==> src/rtl/ram_arb_pkg.sv <==
// rtl/ram_arb_pkg.sv - shared search-RAM widths and arbiter state type
package ram_arb_pkg;

  localparam int ADDR_W = 5;
  localparam int DATA_W = 8;

  typedef enum logic [1:0] {IDLE, OWN0, OWN1} arb_state_t;

endpackage

==> src/rtl/ram_arb_if.sv <==
// rtl/ram_arb_if.sv - requester ports and RAM pins of the search-RAM arbiter
interface ram_arb_if
  import ram_arb_pkg::*;
#(
  parameter int AW = ADDR_W,
  parameter int DW = DATA_W
) ();

  logic          req0, req1;
  logic          we0, we1;
  logic          lock0, lock1;
  logic [AW-1:0] addr0, addr1;
  logic [DW-1:0] wdata0, wdata1;
  logic          gnt0, gnt1;
  logic          rvalid0, rvalid1;
  logic [DW-1:0] rdata;
  logic [AW-1:0] ram_addr;
  logic          ram_wren;
  logic [DW-1:0] ram_wdata;
  logic [DW-1:0] ram_q;

  // The arbiter side; requesters and the RAM instance sit on the master side.
  modport slave (
    input  req0, req1, we0, we1, lock0, lock1, addr0, addr1, wdata0, wdata1, ram_q,
    output gnt0, gnt1, rvalid0, rvalid1, rdata, ram_addr, ram_wren, ram_wdata
  );

  modport master (
    output req0, req1, we0, we1, lock0, lock1, addr0, addr1, wdata0, wdata1, ram_q,
    input  gnt0, gnt1, rvalid0, rvalid1, rdata, ram_addr, ram_wren, ram_wdata
  );

endinterface

==> src/rtl/ram_arbiter_rr_pick.sv <==
// rtl/ram_arbiter_rr_pick.sv - two-way round-robin chooser
module rr_pick (
  input  logic req0,
  input  logic req1,
  input  logic last_owner,
  output logic valid,
  output logic winner
);

  // On a tie the port that did not own the RAM last goes first.
  assign valid  = req0 | req1;
  assign winner = (req0 & req1) ? ~last_owner : req1;

endmodule

==> src/rtl/ram_arbiter.sv <==
// rtl/ram_arbiter.sv - round-robin owner of the single-port search RAM with lock and hold limit
module ram_arbiter
  import ram_arb_pkg::*;
#(
  parameter int MAX_HOLD = 16
) (
  input logic       clk,
  input logic       reset,
  ram_arb_if.slave  bus
);

  localparam int              HOLD_W   = $clog2(MAX_HOLD + 1);
  localparam logic [HOLD_W-1:0] HOLD_MAX = HOLD_W'(MAX_HOLD);

  arb_state_t        state, state_next;
  logic              last_owner;
  logic [HOLD_W-1:0] hold_cnt, hold_inc;
  logic              rvalid0_q, rvalid1_q;
  logic              pick_valid, pick_winner;
  logic              own0, own1, gnt0, gnt1, granted;
  logic              req_cur, lock_cur, req_other;

  rr_pick u_pick (
    .req0       (bus.req0),
    .req1       (bus.req1),
    .last_owner (last_owner),
    .valid      (pick_valid),
    .winner     (pick_winner)
  );

  assign own0    = (state == OWN0);
  assign own1    = (state == OWN1);
  assign gnt0    = own0 & bus.req0 & ~reset;
  assign gnt1    = own1 & bus.req1 & ~reset;
  assign granted = gnt0 | gnt1;

  assign bus.gnt0      = gnt0;
  assign bus.gnt1      = gnt1;
  assign bus.ram_addr  = own1 ? bus.addr1 : bus.addr0;
  assign bus.ram_wdata = own1 ? bus.wdata1 : bus.wdata0;
  assign bus.ram_wren  = (gnt0 & bus.we0) | (gnt1 & bus.we1);
  assign bus.rdata     = bus.ram_q;
  assign bus.rvalid0   = rvalid0_q & ~reset;
  assign bus.rvalid1   = rvalid1_q & ~reset;

  // Saturates so a long locked run with no contender cannot wrap.
  assign hold_inc = (granted && hold_cnt != HOLD_MAX) ? hold_cnt + 1'b1 : hold_cnt;

  always_comb begin
    req_cur   = 1'b0;
    lock_cur  = 1'b0;
    req_other = 1'b0;
    if (own0) begin
      req_cur   = bus.req0;
      lock_cur  = bus.lock0;
      req_other = bus.req1;
    end else if (own1) begin
      req_cur   = bus.req1;
      lock_cur  = bus.lock1;
      req_other = bus.req0;
    end
  end

  always_comb begin
    state_next = state;
    case (state)
      IDLE: begin
        if (pick_valid) state_next = pick_winner ? OWN1 : OWN0;
      end
      OWN0, OWN1: begin
        if (!lock_cur && (granted || !req_cur))
          state_next = IDLE;
        else if (lock_cur && req_other && hold_inc == HOLD_MAX)
          state_next = own0 ? OWN1 : OWN0;
      end
      default: state_next = IDLE;
    endcase
  end

  always_ff @(posedge clk) begin
    if (reset) begin
      state      <= IDLE;
      last_owner <= 1'b1;
      hold_cnt   <= '0;
      rvalid0_q  <= 1'b0;
      rvalid1_q  <= 1'b0;
    end else begin
      state     <= state_next;
      hold_cnt  <= (state_next != state) ? '0 : hold_inc;
      rvalid0_q <= gnt0 & ~bus.we0;
      rvalid1_q <= gnt1 & ~bus.we1;
      if (granted) last_owner <= gnt1;
    end
  end

endmodule

==> src/flat_wrapper.sv <==
// flat-port wrapper written by rule: the top's interface ports become plain ports
module ram_arbiter_flat import ram_arb_pkg::*;
#(
  parameter int MAX_HOLD = 16
)
  (clk, reset, bus_req0, bus_req1, bus_we0, bus_we1, bus_lock0, bus_lock1, bus_addr0, bus_addr1, bus_wdata0, bus_wdata1, bus_ram_q, bus_gnt0, bus_gnt1, bus_rvalid0, bus_rvalid1, bus_rdata, bus_ram_addr, bus_ram_wren, bus_ram_wdata);
  ram_arb_if bus_i ();
  input logic clk;
  input logic reset;
  input wire logic [$bits(bus_i.req0)-1:0] bus_req0;
  input wire logic [$bits(bus_i.req1)-1:0] bus_req1;
  input wire logic [$bits(bus_i.we0)-1:0] bus_we0;
  input wire logic [$bits(bus_i.we1)-1:0] bus_we1;
  input wire logic [$bits(bus_i.lock0)-1:0] bus_lock0;
  input wire logic [$bits(bus_i.lock1)-1:0] bus_lock1;
  input wire logic [$bits(bus_i.addr0)-1:0] bus_addr0;
  input wire logic [$bits(bus_i.addr1)-1:0] bus_addr1;
  input wire logic [$bits(bus_i.wdata0)-1:0] bus_wdata0;
  input wire logic [$bits(bus_i.wdata1)-1:0] bus_wdata1;
  input wire logic [$bits(bus_i.ram_q)-1:0] bus_ram_q;
  output wire logic [$bits(bus_i.gnt0)-1:0] bus_gnt0;
  output wire logic [$bits(bus_i.gnt1)-1:0] bus_gnt1;
  output wire logic [$bits(bus_i.rvalid0)-1:0] bus_rvalid0;
  output wire logic [$bits(bus_i.rvalid1)-1:0] bus_rvalid1;
  output wire logic [$bits(bus_i.rdata)-1:0] bus_rdata;
  output wire logic [$bits(bus_i.ram_addr)-1:0] bus_ram_addr;
  output wire logic [$bits(bus_i.ram_wren)-1:0] bus_ram_wren;
  output wire logic [$bits(bus_i.ram_wdata)-1:0] bus_ram_wdata;
  assign bus_i.req0 = bus_req0;
  assign bus_i.req1 = bus_req1;
  assign bus_i.we0 = bus_we0;
  assign bus_i.we1 = bus_we1;
  assign bus_i.lock0 = bus_lock0;
  assign bus_i.lock1 = bus_lock1;
  assign bus_i.addr0 = bus_addr0;
  assign bus_i.addr1 = bus_addr1;
  assign bus_i.wdata0 = bus_wdata0;
  assign bus_i.wdata1 = bus_wdata1;
  assign bus_i.ram_q = bus_ram_q;
  assign bus_gnt0 = bus_i.gnt0;
  assign bus_gnt1 = bus_i.gnt1;
  assign bus_rvalid0 = bus_i.rvalid0;
  assign bus_rvalid1 = bus_i.rvalid1;
  assign bus_rdata = bus_i.rdata;
  assign bus_ram_addr = bus_i.ram_addr;
  assign bus_ram_wren = bus_i.ram_wren;
  assign bus_ram_wdata = bus_i.ram_wdata;
  ram_arbiter #(.MAX_HOLD(MAX_HOLD)) u_core (.clk(clk), .reset(reset), .bus(bus_i));
endmodule
==> config.mk <==
export PLATFORM = sky130hd
export DESIGN_NAME = ram_arbiter_flat
export DESIGN_NICKNAME = d
export VERILOG_FILES = /design/src/rtl/ram_arb_pkg.sv /design/src/rtl/ram_arb_if.sv /design/src/rtl/ram_arbiter_rr_pick.sv /design/src/rtl/ram_arbiter.sv /design/src/flat_wrapper.sv
export SDC_FILE = /design/constraint.sdc
export NUM_CORES = 1
export LEC_CHECK = 0
export CAP_MARGIN = 20
export CORE_ASPECT_RATIO = 1.5
export CORE_MARGIN = 3
export CORE_UTILIZATION = 25
export DETAILED_ROUTE_END_ITERATION = 8
export RECOVER_POWER = 25
export REMOVE_ABC_BUFFERS = 1
export SLEW_MARGIN = 15
export SYNTH_ARGS = -nofsm -noshare
export SYNTH_HDL_FRONTEND = slang
export SYNTH_SLANG_ARGS = --single-unit
==> constraint.sdc <==
create_clock -name clk -period 2.9 [get_ports clk]
set_clock_uncertainty 0.2 [all_clocks]
set_input_delay 0.58 -clock clk [delete_from_list [all_inputs] [get_ports clk]]
set_output_delay 0.58 -clock clk [all_outputs]
set_load 0.01 [all_outputs]
Word-level counts from Yosys, hierarchy flattened
Index checks and enable logic that the tools add are counted.
Word-level totals
  bits in registers: 10
  output and inout bits: 26
Operators by class
  $add $sub $neg: 1
  equality and inequality tests: 5
  mux-type cells: 16
  bitwise operators: 18
  reductions and logical operators: 10
Operators by type and width (count)
  1-bit AND: 11
  2-bit two-way mux: 5
  5-bit two-way mux: 2
  8-bit two-way mux: 1
  1-bit two-way mux: 7
  5-bit by 1-bit adder with 5-bit output (second input constant): 1
  5-bit == test (second input constant): 1
  5-bit inequality test (second input constant): 1
  1-bit logical AND: 4
  1-bit NOT: 4
  2-bit one-hot mux with 2 select lines: 1
  2-bit OR reduction: 2
  1-bit bitwise OR: 3
  2-bit by 1-bit == test with 1-bit output (second input constant): 1
  2-bit == test (second input constant): 1
  1-bit logical NOT: 2
  2-bit logical NOT: 1
  2-bit inequality test: 1
  1-bit logical OR: 1

Logic depth before layout (Yosys ltp)
Gate-level depths: netlist (run 1).
  depth in word-level cells: 13
  mapped depth: 8
  depth with buffers taken out: 7

Modules after synthesis
A second synthesis (run 1) with hierarchy kept.
Unflattened totals
  cell total of the unflattened synthesis: 125
  area total of the unflattened synthesis: 1057.3 um^2
By module, submodules not included
  ram_arbiter: instances 1, cells each 123, area an instance 1043.5 um^2
  rr_pick: instances 1, cells each 2, area an instance 13.8 um^2

Worst setup path before layout (run 1)
Ideal clock, no wire load.
  path kind: register to register
  start point: register u_core.state[1]
  end point: register u_core.state[1]
  library setup time: 0.095 ns
  data arrival time: 2.064 ns
  required time: 2.605 ns
  slack: 0.540 ns
  cell stages (with the launch flop): 8
  buffers on the path: 0
  period minus slack after synthesis: 2.360 ns
  cells stage by stage: dfxtp_1 inv_1 ha_1 inv_1 o31ai_1 or4_1 or4_1 o311ai_1
On the way
  longest elaborated chain between the ends: 11
RTL lines
  from (decl): RTL line ram_arbiter.sv:15  | arb_state_t state, state_next;
  from (signal assigned): RTL line ram_arbiter.sv:88  | state <= state_next;
  2-bit by 1-bit == test with 1-bit output / 2-bit == test (equally long branches): RTL line ram_arbiter.sv:31, ram_arbiter.sv:66, ram_arbiter.sv:32
  1-bit AND (on tied branches) (2 in a row): RTL line ram_arbiter.sv:33, ram_arbiter.sv:34
  1-bit bitwise OR: RTL line ram_arbiter.sv:35  | assign granted = gnt0 | gnt1;
  1-bit logical AND: RTL line ram_arbiter.sv:47  | assign hold_inc = (granted && hold_cnt != HOLD_MAX) ? hold_cnt + 1'b1 : hold_cnt;
  5-bit two-way mux: RTL line ram_arbiter.sv:47
  5-bit == test: RTL line ram_arbiter.sv:73  | else if (lock_cur && req_other && hold_inc == HOLD_MAX)
  1-bit logical AND: RTL line ram_arbiter.sv:73
  2-bit two-way mux: RTL line ram_arbiter.sv:73
  2-bit two-way mux: RTL line ram_arbiter.sv:71  | if (!lock_cur && (granted || !req_cur))
  2-bit one-hot mux with 2 select lines (*): RTL line ram_arbiter.sv:66  | case (state)
Every way passes the cells marked *; elsewhere a longest branch is shown, timed or not.
A chain may end at the register's enable or synchronous reset.

Worst setup path after layout (run 1)
  start point: register u_core.state[0]
  end point: output bus_ram_wdata[2]
On the way
  longest elaborated chain between the ends: 2
RTL lines
  2-bit == test: RTL line ram_arbiter.sv:32  | assign own1 = (state == OWN1);
  8-bit two-way mux: RTL line ram_arbiter.sv:40  | assign bus.ram_wdata = own1 ? bus.wdata1 : bus.wdata0;
  to (decl): RTL line flat_wrapper.sv:28  | output wire logic [$bits(bus_i.ram_wdata)-1:0] bus_ram_wdata;
No other way between the ends.

==> flow_summary.json, run 1 <==
{
  "area_growth_pct": 63.7,
  "synthesis.area_um2": 1050,
  "max_freq_ghz": 0.355,
  "async_reset_ff_share_pct": 0,
  "dp_hpwl_mm": 2.69,
  "fill_cells": 421,
  "yosysTopAreaCell": "dfxtp_1",
  "total_power_mw": 0.540,
  "vias": 1152,
  "first_pass_iters": 4,
  "dpl_cell_area_um2": 1620,
  "cts_tree": "built",
  "dieHeight_um": 85.3,
  "vdd_drop_max_mv": 0.190,
  "cp_max_fo": 13,
  "grt_overflow": 0,
  "ys_top_cells_by_area": "dfxtp_1 19%, mux2_2 14%, ha_1 7.2%",
  "drive_gt1_share_pct": 22.8,
  "dieWidth_um": 58.8,
  "avgRoutedWirePerCell_um": 14.6,
  "dp.cells": 221,
  "arrival_ns": 2.03,
  "syn_avg_cell_area_um2": 8.38,
  "final_util_pct": 42.9,
  "max-slew-margin-rel_pct": 62.2,
  "avgViaCountPerCell": 5.12,
  "ant_nets": 0,
  "drt_iter0_markers": 18,
  "synth_flop_cell": "dfxtp_1",
  "clk_path_buf_depth": 2,
  "min_period_over_period_pct": 97.0,
  "antenna_found_initial": 0,
  "cp-end-kind": "primary output",
  "p_leak_nw": 0.621,
  "coreArea_um2": 3990,
  "cp.required_ns": 2.12,
  "grt_max_degree": 14,
  "start_kind": "flop",
  "gp_congestion": 0.852,
  "numClockSinks": 10,
  "route.detailed.drc": 0,
  "finalMaxSlewViolations": 0,
  "mostFrequentLayoutCell": "clkdlybuf4s50_1",
  "cts-buffers-inserted": 3,
  "setup_viol": 0,
  "yosys.area.top_type_share_pct": 19.1,
  "postCtsSetupRepairBufs": 0,
  "maxCapViolCount": 0,
  "synth-seq-cells": 10,
  "final_area_um2": 1710,
  "synth_seq_area_share_pct": 19.1,
  "die_area_um2": 5020,
  "status": "finished, final reports clean",
  "rows": 28,
  "final.setup.tns_ns": 0,
  "ioPinCount": 68,
  "antennaDiodeCount": 0,
  "ys_types": 44,
  "yosysWarnings": 0,
  "hold_class": "flop to flop",
  "cts.clk_slew.worst_paths_ns": 0.05,
  "grt_pass1_vias": 1230,
  "final_cell_mix": "49 x clkdlybuf4s50_1, 13 x mux2_2, 12 x buf_4",
  "cts-root-buf": "clkbuf_8",
  "synth_edf_count": 0,
  "worst_pin_slew_ns": 0.560,
  "grt.total_usage_pct": 13.4,
  "port_buffers": 51,
  "clk_latency_ns": 0.24,
  "syn_inst": 125,
  "layout.nets": 229,
  "finalHoldViolations": 0,
  "drt-total-wl_mm": 3.28,
  "grt_pass1_wl_mm": 5.27,
  "initial_utilization_pct": 26.2,
  "cellPowerDensity_nw_per_um2": 315,
  "period_needed_ns": 2.81,
  "cts_max_level": 1,
  "layoutNonFillerInstCount": 225,
  "crit_type": "flop to primary output"
}
state kept, by name (all words and copies together) (netlist names):
name	cells
u_core.rvalid1_q	1
u_core.hold_cnt	5
u_core.last_owner	1
u_core.rvalid0_q	1
u_core.state	2
stage by stage:
step,setup slack (ns),hold slack (ns)
after detailed placement,-0.141,0.354
after floorplan,0.180,0.278
after global placement,-0.0337,0.342
final,0.0858,0.378
after CTS,0.0298,0.368
after global routing,-0.000234,0.397
power breakdown:
part	total (mW)	leakage [nW]	internal, mW	switching [mW]
Combinational	0.211	0.511	0.125	0.0852
Clock	0.178	0.0288	0.120	0.0587
Sequential	0.151	0.0815	0.143	0.00834
Total	0.540	0.621	0.388	0.152
per-layer routing:
layer / vias up / global-route usage, % / part of all wire [%]
met3: 5 / 3.20 / 4.2
met5: - / 0 / 0
met4: 0 / 5.36 / 1.5
li1: 562 / - / -
met2: 45 / 25.3 / 59
met1: 540 / 13.5 / 36
logic make-up after synthesis:
kind of cell               after synthesis  synth area share (%)
and+or+nand+nor                         43                  22.5
AOI/OAI and AO/OA                       25                  18.9
buffers and inverters                   21                  11.6
muxes                                   15                  15.9
DFF                                     10                  19.1
adders and majority gates                6                  7.17
xor gates and xnor gates                 5                  4.90
path summary, 6_finish.rpt:
check	cells past startpoint	from	to	slack, ns
setup / recovery	5	u_core.state[0]$_SDFF_PP0_	bus_ram_wdata[2]	0.09
hold / removal	1	u_core.last_owner$_SDFFE_PP1N_	u_core.last_owner$_SDFFE_PP1N_	0.38
setup reg to reg	8	u_core.state[1]$_SDFF_PP0_	u_core.state[1]$_SDFF_PP0_	0.39
hold reg to reg	1	u_core.last_owner$_SDFFE_PP1N_	u_core.last_owner$_SDFFE_PP1N_	0.38
cell type report:
class	instances	area (µm²)	share of cell area (%)
flip-flops and latches	10	201	11.8
multi-input cells	94	754	44.0
repair buffers	64	617	36.0
clock buffers	4	55.1	3.21
well taps	45	56.3	3.28
inverters	8	30.0	1.75
synth_stat cells (2+ instances only):
cell type / count
o211ai_1: 2
nor3_1: 7
dfxtp_1: 10
nand4_1: 2
o21ai_0: 2
a211oi_1: 2
or4_1: 3
xnor2_1: 3
a21oi_1: 3
a22o_1: 2
mux2i_1: 2
mux2_2: 13
o22ai_1: 2
nor2_1: 13
ha_1: 6
nand3_1: 3
buf_4: 9
nand2_1: 4
inv_1: 8
nor2b_1: 4
clkbuf_1: 2
timing repair:
item,CTS,global route
hold buffers,0,0
gates resized for setup,3,7
endpoints found under the setup margin,13,20
worst max-delay path, cell delays in order, from the launching register on:
cell,delay [ns]
dfxtp_1,0.37
inv_1,0.19
ha_4,0.21
buf_6,0.17
mux2_2,0.35
clkdlybuf4s50_1,0.50
(Power assumes the default switching activity.)
==> run 2, diff against run 1 <==
CORE_ASPECT_RATIO = unset   (was 1.5)
SETUP_SLACK_MARGIN = 0.5   (was unset)
==> run 2 against run 1 <==
Effect of this change: flip-flop and latch count unchanged; register-to-register slack improved by 0.13 ns; worst hold slack about the same; cell area is 6.4% higher; critical endpoint is now bus_ram_addr[1].
==> flow_summary.json, run 2 (synthesized netlist as in run 1, its figures left out) <==
{
  "status": "finished, final reports clean",
  "largest_registers": "u_core.hold_cnt (5), u_core.state (2)",
  "pre_cts_ws_ns": -0.147,
  "grt_max_degree": 14,
  "cts_tree": "built",
  "crit_path_end": "bus_ram_addr[1]",
  "grt.total_usage_pct": 12.7,
  "coreArea_um2": 3850,
  "grt_pass1_wl_mm": 5.30,
  "mostFrequentLayoutCell": "clkdlybuf4s50_1",
  "first_pass_iters": 4,
  "finalHoldViolations": 0,
  "dieWidth_um": 70.7,
  "fill_cells": 357,
  "start_kind": "flop",
  "avgRoutedWirePerCell_um": 13.8,
  "worst_pin_slew_ns": 0.456,
  "antenna_found_initial": 0,
  "cts-buffers-inserted": 3,
  "cp.required_ns": 2.12,
  "ff2ff_setup_slack_ns": 0.52,
  "cp_max_fo": 13,
  "period_needed_ns": 2.38,
  "dieHeight_um": 70.7,
  "largest_reg_flops": 5,
  "avgViaCountPerCell": 5.11,
  "setup_viol": 0,
  "grt_overflow": 0,
  "finalMaxSlewViolations": 0,
  "cts-root-buf": "clkbuf_8",
  "clk_path_buf_depth": 2,
  "cellPowerDensity_nw_per_um2": 304,
  "setup_ws_ns": 0.520,
  "max_freq_ghz": 0.420,
  "arrival_ns": 1.60,
  "rsz0062_at_grt": "true",
  "final.setup.tns_ns": 0,
  "gp_congestion": 0.830,
  "ctsHoldBuffers": 0,
  "rr_endpoint": "u_core.state[0]$_SDFF_PP0_",
  "area_growth_pct": 74.1,
  "route.detailed.drc": 0,
  "p_leak_nw": 0.702,
  "clk_latency_ns": 0.25,
  "port_buffers": 51,
  "vdd_drop_max_mv": 0.121,
  "initial_utilization_pct": 27.2,
  "maxCapViolCount": 0,
  "antennaDiodeCount": 0,
  "drt_iter0_markers": 15,
  "layout.nets": 236,
  "vias": 1200,
  "hold_class": "flop to flop",
  "startpoint": "u_core.state[0]$_SDFF_PP0_",
  "largest-register": "u_core.hold_cnt",
  "numClockSinks": 10,
  "cts_max_level": 1,
  "max-slew-margin-rel_pct": 69.6,
  "ioPinCount": 68,
  "reg2reg_from": "u_core.state[0]$_SDFF_PP0_",
  "cts.clk_slew.worst_paths_ns": 0.05,
  "crit_type": "flop to primary output",
  "grt_pass1_vias": 1276,
  "ant_nets": 0,
  "die_area_um2": 5000,
  "final_cell_mix": "29 x clkdlybuf4s50_1, 19 x dlygate4sd2_1, 17 x buf_4",
  "total_power_mw": 0.553,
  "dp_hpwl_mm": 2.49,
  "cp-end-kind": "primary output",
  "rows": 22,
  "drive_gt1_share_pct": 32.1,
  "min_period_over_period_pct": 82.1,
  "ff2ff_path_depth": 8,
  "drt-total-wl_mm": 3.25
}
## run 2: cell count changes in the layout (fill, tap and decap cells not counted), sizes merged
cell,before,now
buf,13,20
clkbuf,4,5
clkdlybuf4s15,0,1
clkdlybuf4s50,49,29
dlygate4sd2,0,19
dlymetal6s2s,2,1
## run 2: repair_timing
| action | 4_1_cts | 5_1_grt |
|---|---|---|
| setup buffers | 3 | 3 |
| gates resized for setup | 40 | 12 |
| endpoints found under the setup margin | 25 | 20 |
| pin swaps | 1 | 6 |
## run 2: worst min path at each step
stage | start | end | slack (ns) | cells past startpoint
after global placement | u_core.last_owner$_SDFFE_PP1N_ | u_core.last_owner$_SDFFE_PP1N_ | 0.31 | 1
after detailed placement | u_core.last_owner$_SDFFE_PP1N_ | u_core.last_owner$_SDFFE_PP1N_ | 0.32 | 1
after global routing | u_core.last_owner$_SDFFE_PP1N_ | u_core.last_owner$_SDFFE_PP1N_ | 0.40 | 1
final | u_core.last_owner$_SDFFE_PP1N_ | u_core.last_owner$_SDFFE_PP1N_ | 0.38 | 1
after CTS | u_core.last_owner$_SDFFE_PP1N_ | u_core.last_owner$_SDFFE_PP1N_ | 0.34 | 1
after floorplan | u_core.last_owner$_SDFFE_PP1N_ | u_core.last_owner$_SDFFE_PP1N_ | 0.28 | 1
## run 2: final cells by class
cell class / count / area, µm² / share of cell area (%)
Tap cell: 48 / 60.1 / 3.29
Multi-Input combinational cell: 94 / 816 / 44.7
Clock buffer: 4 / 55.1 / 3.02
Sequential cell: 10 / 209 / 11.5
Inverter: 8 / 32.5 / 1.78
Timing Repair Buffer: 71 / 651 / 35.7
## run 2: critical path, stage by stage, from the launching register on
cell	delay (ns)
dfxtp_4	0.36
inv_4	0.07
ha_4	0.17
buf_12	0.14
mux2_2	0.33
dlygate4sd2_1	0.28
## run 2: where the power goes
part / switching, mW / internal [mW] / total (mW)
registers: 0.00786 / 0.142 / 0.150
logic: 0.0937 / 0.127 / 0.221
clock network: 0.0623 / 0.120 / 0.182
## run 2: routing by layer
metal | GRT usage (%) | share of wire (%) | wire length, µm | up-vias
met5 | 0 | 0 | 0 | -
met4 | 5.01 | 2.3 | 76 | 0
met3 | 5.26 | 9.6 | 313 | 6
met2 | 22.2 | 48 | 1570 | 67
met1 | 13.6 | 40 | 1290 | 549
li1 | - | - | - | 578
## run 2: per-stage QoR
stage	utilization [%]	area [µm²]	hold slack, ns	instances
after floorplan	-	956	0.278	112
after global placement	42.7	1640	0.308	225
after detailed placement	42.7	1640	0.324	225
after CTS	45.4	1750	0.337	232
after global routing	47.3	1820	0.396	235
final	47.3	1820	0.378	235
==> run 3, diff against run 2 <==
clock period = 2 ns   (was 2.9 ns; I/O delays follow)
==> run 3 against run 2 <==
Effect of this change: the flow now finishes with violations (negative setup slack); cell area increased by 27%; total power increased by 75%; cell count grew 14%; highest routed layer unchanged; sequential share of layout area down 2.4 points; combinational power is 120% higher; utilization is 13 points higher; via count grew 17%; critical path depth is 2 higher; clock power increased by 44%; worst setup slack lost 0.82 ns; routed wire length increased by 25%.
==> flow_summary.json, run 3 (synthesized netlist as in run 1, its figures left out) <==
{
  "status": "finished with violations",
  "violations": "negative setup slack",
  "hold_class": "input pin to flop",
  "start_kind": "flop",
  "setup_ws_ns": -0.298,
  "drt-total-wl_mm": 4.08,
  "layout.nets": 270,
  "die_area_um2": 5000,
  "dp.cells": 248,
  "finalHoldViolations": 0,
  "drt_iter0_markers": 61,
  "min_period_over_period_pct": 115,
  "p_leak_nw": 0.965,
  "period_needed_ns": 2.30,
  "cts_max_level": 1,
  "grt_pass1_wl_mm": 5.98,
  "layoutNonFillerInstCount": 269,
  "ctsHoldBuffers": 0,
  "cp-end-kind": "flop",
  "ioPinCount": 68,
  "drive_gt1_share_pct": 57.0,
  "maxCapViolCount": 0,
  "coreArea_um2": 3850,
  "final_cell_mix": "40 x buf_4, 30 x clkdlybuf4s50_1, 26 x buf_6",
  "numClockSinks": 10,
  "cts-buffers-inserted": 3,
  "area_growth_pct": 120,
  "vias": 1409,
  "gp_congestion": 0.838,
  "clk_path_buf_depth": 2,
  "antennaDiodeCount": 0,
  "fill_cells": 275,
  "largest_registers": "u_core.hold_cnt (5), u_core.state (2)",
  "total_power_mw": 0.971,
  "cts_tree": "built",
  "avgViaCountPerCell": 5.24,
  "avgRoutedWirePerCell_um": 15.2,
  "cp.required_ns": 1.96,
  "largest_reg_flops": 5,
  "grt_max_degree": 15,
  "holdWs_ns": 0.250,
  "arrival_ns": 2.25,
  "initial_utilization_pct": 27.2,
  "grt_pass1_vias": 1434,
  "worst_pin_slew_ns": 0.284,
  "rsz0062_at_grt": "true",
  "finalMaxSlewViolations": 0,
  "port_buffers": 51,
  "largest-register": "u_core.hold_cnt",
  "max_freq_ghz": 0.435,
  "cts-root-buf": "clkbuf_8",
  "setup_viol": 22,
  "cp_max_fo": 3,
  "dp_hpwl_mm": 2.67,
  "mostFrequentLayoutCell": "buf_4",
  "dpl_cell_area_um2": 1800,
  "vdd_drop_max_mv": 0.203,
  "final_area_um2": 2310,
  "cts.clk_slew.worst_paths_ns": 0.05,
  "dieWidth_um": 70.7,
  "crit_type": "flop to flop",
  "dieHeight_um": 70.7,
  "final.setup.tns_ns": -4.29,
  "cellPowerDensity_nw_per_um2": 421,
  "grt.total_usage_pct": 14.5,
  "max-slew-margin-rel_pct": 80.9,
  "route.detailed.drc": 0,
  "grt_overflow": 0,
  "ant_nets": 0,
  "clk_latency_ns": 0.24,
  "rows": 22,
  "first_pass_iters": 4,
  "antenna_found_initial": 0
}
==> run 3: cell types whose count changed in the layout (fill, tap and decap cells not counted), moves of 2 or more <==
cell / change
buf_2: +3
buf_4: +23
buf_6: +25
dlygate4sd2_1: -17
ha_1: -2
ha_2: +2
mux2_2: -13
mux2_4: +13
nand2_1: -2
nor2_4: +2
nor3_1: -4
nor3_2: +4
==> run 3: timing repair <==
| action | 4_1_cts | 5_1_grt |
|---|---|---|
| pin swaps | 5 | 12 |
| cloned | 0 | 1 |
| gates resized for setup | 130 | 38 |
| endpoints found under the setup margin | 26 | 26 |
| buffers inserted | 10 | 6 |
==> run 3: area by class of cell <==
type	count	area [µm²]	share of cell area, %
tap	48	60.1	2.60
sequential	10	209	9.05
inverter	8	32.5	1.41
timing repair buffer	105	991	42.9
multi-input combinational	94	961	41.6
clock buffer	4	55.1	2.38
==> run 3: path summary, 6_finish.rpt <==
path	start	to	slack, ns	depth (start not counted)
max	u_core.state[1]$_SDFF_PP0_	u_core.state[0]$_SDFF_PP0_	-0.30	7
min reg2reg	u_core.last_owner$_SDFFE_PP1N_	u_core.last_owner$_SDFFE_PP1N_	0.33	1
min	reset	u_core.last_owner$_SDFFE_PP1N_	0.25	3
max reg2reg	u_core.state[1]$_SDFF_PP0_	u_core.state[0]$_SDFF_PP0_	-0.30	7
==> run 3: through the flow <==
step	setup WS [ns]	util (%)
finish	-0.298	59.9
global route	-0.399	59.9
CTS	-0.326	53.4
detailed placement	-0.655	46.8
global placement	-0.630	46.8
floorplan	-0.720	-
==> run 3: where the power goes <==
group / total, mW / internal (mW) / switching (mW) / leakage (nW)
combinational: 0.495 / 0.303 / 0.192 / 0.854
sequential: 0.214 / 0.206 / 0.00727 / 0.0829
clock: 0.262 / 0.174 / 0.0887 / 0.0288
==> run 3: worst max-delay path: stages, from the launching register on <==
cell      delay (ns)
dfxtp_4         0.36
inv_2           0.05
buf_6           0.12
ha_4            0.27
o31ai_4         0.06
or4_4           0.49
or4_1           0.56
o211ai_1        0.10
==> run 3: layer usage <==
| layer | GRT usage, % | share of wire (%) |
|---|---|---|
| met1 | 16.0 | 40 |
| met5 | 0 | 0 |
| met3 | 6.39 | 11 |
| met4 | 4.38 | 1.7 |
| met2 | 24.9 | 47 |
